<file path="src/rtl/gpio_pkg.sv">
// Shared constants for the GPIO register block: register map and default pin count.
package gpio_pkg;

    localparam int GPIO_W_DEFAULT = 16;

    localparam logic [2:0] ADDR_PINSTATE = 3'b000;
    localparam logic [2:0] ADDR_DATAREG  = 3'b001;
    localparam logic [2:0] ADDR_TRISTATE = 3'b010;
    localparam logic [2:0] ADDR_INTMASK  = 3'b110;

    // Expands the two low byte enables into a 16-bit bit mask; upper lanes carry no register bits.
    function automatic logic [15:0] lane_mask(input logic [3:0] wben);
        lane_mask = {{8{wben[1]}}, {8{wben[0]}}};
    endfunction

endpackage

</file>
<file path="src/rtl/gpio_sync2.sv">
// Purpose: W-wide two-flop synchronizer for raw pad levels into the clk domain.
// Latency: 2 clk edges from a stable input to q.
// Backpressure: none; samples every edge.
module gpio_sync2 #(
    parameter int W = 16
) (
    input  logic         clk,
    input  logic         rst_n,
    input  logic [W-1:0] d,
    output logic [W-1:0] q
);

    logic [W-1:0] meta_q;

    always_ff @(posedge clk or negedge rst_n) begin
        if (!rst_n) begin
            meta_q <= '0;
            q      <= '0;
        end else begin
            meta_q <= d;
            q      <= meta_q;
        end
    end

endmodule

</file>
<file path="src/rtl/register.sv">
// Purpose: GPIO control/status register file on a word-addressed bus (data, tristate, irq mask, pin state).
// Latency: writes visible on rf_* the cycle after the write edge; rdata valid 1 cycle after a read edge.
// Backpressure: none; every bus cycle completes in one edge, r_wn=1 blocks all writes.
module register
    import gpio_pkg::*;
#(
    parameter int DATA_W = 32,
    parameter int GPIO_W = GPIO_W_DEFAULT
) (
    input  logic              clk,
    input  logic              reset,
    input  logic [4:2]        addr,
    input  logic [3:0]        wben,
    input  logic              r_wn,
    input  logic [DATA_W-1:0] wdata,
    input  logic [GPIO_W-1:0] ro_gpio_pinstate,
    output logic [DATA_W-1:0] rdata,
    output logic [GPIO_W-1:0] rf_gpio_datareg,
    output logic [GPIO_W-1:0] rf_gpio_tristate,
    output logic [GPIO_W-1:0] rf_gpio_interrupt_mask
);

    logic [GPIO_W-1:0] pin_sync;
    logic [15:0]       wr_mask_full;
    logic [GPIO_W-1:0] wr_mask;
    logic [GPIO_W-1:0] wr_bits;
    logic [DATA_W-1:0] rd_word;

    // Only lanes 0-1 carry register bits; the rest of the bus is intentionally ignored.
    logic unused_bus_bits;
    assign unused_bus_bits = ^{wben[3:2], wdata[DATA_W-1:GPIO_W], wr_mask_full};

    gpio_sync2 #(
        .W (GPIO_W)
    ) u_pin_sync (
        .clk   (clk),
        .rst_n (reset),
        .d     (ro_gpio_pinstate),
        .q     (pin_sync)
    );

    assign wr_mask_full = lane_mask(wben);
    assign wr_mask      = wr_mask_full[GPIO_W-1:0];
    assign wr_bits      = wdata[GPIO_W-1:0];

    always_ff @(posedge clk or negedge reset) begin
        if (!reset) begin
            rf_gpio_datareg        <= '0;
            rf_gpio_tristate       <= '0;
            rf_gpio_interrupt_mask <= '0;
        end else if (!r_wn) begin
            case (addr)
                ADDR_DATAREG:
                    rf_gpio_datareg <= (rf_gpio_datareg & ~wr_mask) | (wr_bits & wr_mask);
                ADDR_TRISTATE:
                    rf_gpio_tristate <= (rf_gpio_tristate & ~wr_mask) | (wr_bits & wr_mask);
                ADDR_INTMASK:
                    rf_gpio_interrupt_mask <= (rf_gpio_interrupt_mask & ~wr_mask) | (wr_bits & wr_mask);
                default: ;
            endcase
        end
    end

    always_comb begin
        rd_word = '0;
        case (addr)
            ADDR_PINSTATE: rd_word[GPIO_W-1:0] = pin_sync;
            ADDR_DATAREG:  rd_word[GPIO_W-1:0] = rf_gpio_datareg;
            ADDR_TRISTATE: rd_word[GPIO_W-1:0] = rf_gpio_tristate;
            ADDR_INTMASK:  rd_word[GPIO_W-1:0] = rf_gpio_interrupt_mask;
            default:       rd_word = '0;
        endcase
    end

    // rdata only moves on read cycles so a write never disturbs the last read result.
    always_ff @(posedge clk or negedge reset) begin
        if (!reset) begin
            rdata <= '0;
        end else if (r_wn) begin
            rdata <= rd_word;
        end
    end

endmodule

</file>
<file path="config.mk">
export PLATFORM = sky130hd
export DESIGN_NAME = register
export DESIGN_NICKNAME = d
export VERILOG_FILES = /design/src/rtl/gpio_pkg.sv /design/src/rtl/gpio_sync2.sv /design/src/rtl/register.sv
export SDC_FILE = /design/constraint.sdc
export NUM_CORES = 1
export LEC_CHECK = 0
export ABC_CLOCK_PERIOD_IN_PS = 1400
export BUFFER_PORTS_ARGS = -buffer_cell sky130_fd_sc_hd__buf_2
export CAP_MARGIN = 25
export CORE_ASPECT_RATIO = 2
export CORE_UTILIZATION = 40
export CTS_BUF_LIST = sky130_fd_sc_hd__clkbuf_4
export DETAILED_ROUTE_END_ITERATION = 16
export GPL_ROUTABILITY_DRIVEN = 1
export PLACE_DENSITY = 0.67
export SLEW_MARGIN = 0
export SYNTH_ARGS = -nofsm -noshare
export SYNTH_HDL_FRONTEND = slang
export SYNTH_HIERARCHICAL = 1
export SYNTH_SLANG_ARGS = --single-unit
</file>
<file path="constraint.sdc">
create_clock -name clk -period 1.4 [get_ports clk]
set_input_delay 0.14 -clock clk [delete_from_list [all_inputs] [get_ports clk]]
set_output_delay 0.14 -clock clk [all_outputs]
set_load 0.005 [all_outputs]
</file>
==> metrics.txt <==
MaxCap Viol Count=0; gpl congestion=around 0.78; Pleak=about 2.4 nW; HPWL Detailed=6360 µm; largest net degree at the start of global routing=between 40 and 50; Finished Layout Cells=approximately 520; violated checks=design-rule violations; Routed WL=8900 µm; via count=approximately 2600; critical path's slowest cell=dfrtp_1; drc violations=7; initial antenna violation count=1; min Tclk post-route=around 1200 ps; Peak Freq=about 870 MHz; mapped cell area=3840 µm²; post-synthesis sequential area ratio=about 63%; CTS root buffer=clkbuf_4; P per Cell Area=roughly 1200 nW/µm²; post-synth top area cell=dfrtp_1; vias in the first global route=roughly 2700; setup slack, reg-to-reg=290 ps; GRT Resource Usage Total=around a fifth; Via-to-Cell Ratio=roughly 5; Mean Syn Cell Area=around 15 µm²; Final Setup Violations=0; fin util=approximately 53%; most common cell in the netlist=dfrtp_1; synth top area cells=dfrtp_1 63%, mux2_2 23%, buf_4 3.3%, a22oi_1 3.1%, o21ai_0 2.1%; clk_lat worst skew=440 ps; RSZ-0062 raised after global routing=no; hold endpoint=rdata[9]; CORE AREA=9320 µm²; GRT overflow=0; die width=between 70 and 80 µm; total iterations of the first detailed-routing run=11; Primary FF master, synth=dfrtp_1; Hold Path Cell Cnt=3; CP Max Fanout=3; Hold Violations, Final=0; synthesized flop and latch total=96; starting density of the core=41.2%; Final Slew Violations=0; Buffers & Inverters on Critical Path=1; Hold Crit Start=r_wn; CTS tree=yes; placed inst area=roughly 4500 µm²; Netlist cell types=18; CP max stage delay=~420 ps; htree depth=3; IO Pins=roughly 140; clk_skew=between 10 and 15 ps; site row count=50; area delta synth->final=28.6%; Crit path required time=roughly 1300 ps; CTS Buffer Depth=2; crit share post-route=between 80 and 90%; reg2reg path depth=3; Crit path max-delay family=flip-flops; wire per inst=~17 µm; Die ar.=10000 µm²; CP Class=register to output pin; design area=a little under 5000 µm²; dpl ws=-0.0647 ps; hold crit path type=input port to register; status=finished with violations; CP Launch Type=register; crit-path cells=buf_2; Synth top area share=around 63%; fraction of final layout cells sized beyond drive strength 1=between 50 and 60%; Clk pin slew, worst setup/hold paths=~140 ps; worst vdd ir=about 0.71 mV; Placed Cells incl. Taps=472; worst path arrival time=~1000 ps; clk sinks=between 90 and 100; Die Ht=141 µm; YS warnings=6; number of synthesized flops with an enable pin=0; setup TNS=0 ps; global-route wire length before repair=about 14000 µm; Final Worst Setup Slack=about 250 ps; Commonest cells post-synth=96 x dfrtp_1, 79 x mux2_2, 17 x buf_4; TritonCTS Buffers=9; Crit. End Element=output pin; Port Buffers=a little over 100; number of routed nets with antenna violations=0; # nets final=470; cell count after synthesis=between 200 and 300; worst flop-to-flop path endpoint=rdata[7]; DR iter-0 viols=69; Async SR Flop Fraction=between 90% and 100%
==> layout make-up <==
class | instances | area, µm²
Tap cell | 104 | 130
Antenna cell | 1 | 2.50
Inverter | 16 | 60.1
Multi-Input combinational cell | 140 | 1270
Clock inverter | 5 | 25.0
Timing Repair Buffer | 149 | 983
Sequential cell | 96 | 2400
Fill cell | 826 | 4380
Clock buffer | 10 | 75.1
==> worst max path at each step <==
stage / start / to / slack [ps] / depth (start not counted)
3_5_place_dp: addr[2] / register / -0.06 / 4
2_1_floorplan: addr[4] / rdata[14] / 160 / 5
3_3_place_gp: addr[2] / register / -4 / 4
6_report: register / rf_gpio_datareg[7] / 250 / 1
4_1_cts: rdata[1] / rdata[1] / 220 / 1
5_1_grt: register / rf_gpio_tristate[10] / 180 / 1
==> through the flow <==
stage / hold slack (ps) / power (mW)
after floorplan: -156 / 4.16
after global placement: 34.9 / 4.78
after detailed placement: 37.0 / 4.83
after CTS: 55.3 / 6.11
after global routing: 64.9 / 6.38
final: 102 / 6.05
==> cells in the final DEF (no fill, tap or decap), types with 10 or more instances in the layout <==
cell             n
dfrtp_1         96
dlygate4sd3_1   33
inv_1           16
mux2_2          79
conb_1          16
clkbuf_4        10
a22oi_1         16
buf_4           11
buf_2          102
o21ai_0         16
==> per-layer routing <==
metal / global-route usage, % / routed length [µm] / share of wire [%]
met1: 20.4 / 3270 / 37
met2: 33.5 / 4950 / 56
met3: 5.86 / 408 / 4.6
met4: 8.95 / 269 / 3.0
met5: 0 / 0 / 0
==> where the power goes <==
group	total [mW]	internal, mW	switching [mW]
combinational	1.35	0.811	0.542
clock	1.21	0.359	0.852
sequential	3.48	3.20	0.281
total	6.05	4.37	1.67
==> logic make-up (layout without fill, tap and decap cells) <==
family	after synthesis	after routing	share of synthesized area, %
and+or+nand+nor	12	12	2.73
DFF	96	96	62.5
buffers and inverters	41	180	6.02
AOI/OAI and AO/OA	32	32	5.21
other	1	17	0.0976
muxes	80	80	23.4
==> repair_timing <==
item	CTS	global route
hold buffers	33	0
hold endpoints to repair	160	0
gates resized for setup	0	0
buffers inserted	0	0
==> worst register-to-register path, delay by kind of cell (launching register included) <==
kind | cells | cell delay, ps
compound gates | 2 | 300
mux | 1 | 270
flops | 1 | 420
Note: power is estimated with default switching activity, not from simulation.
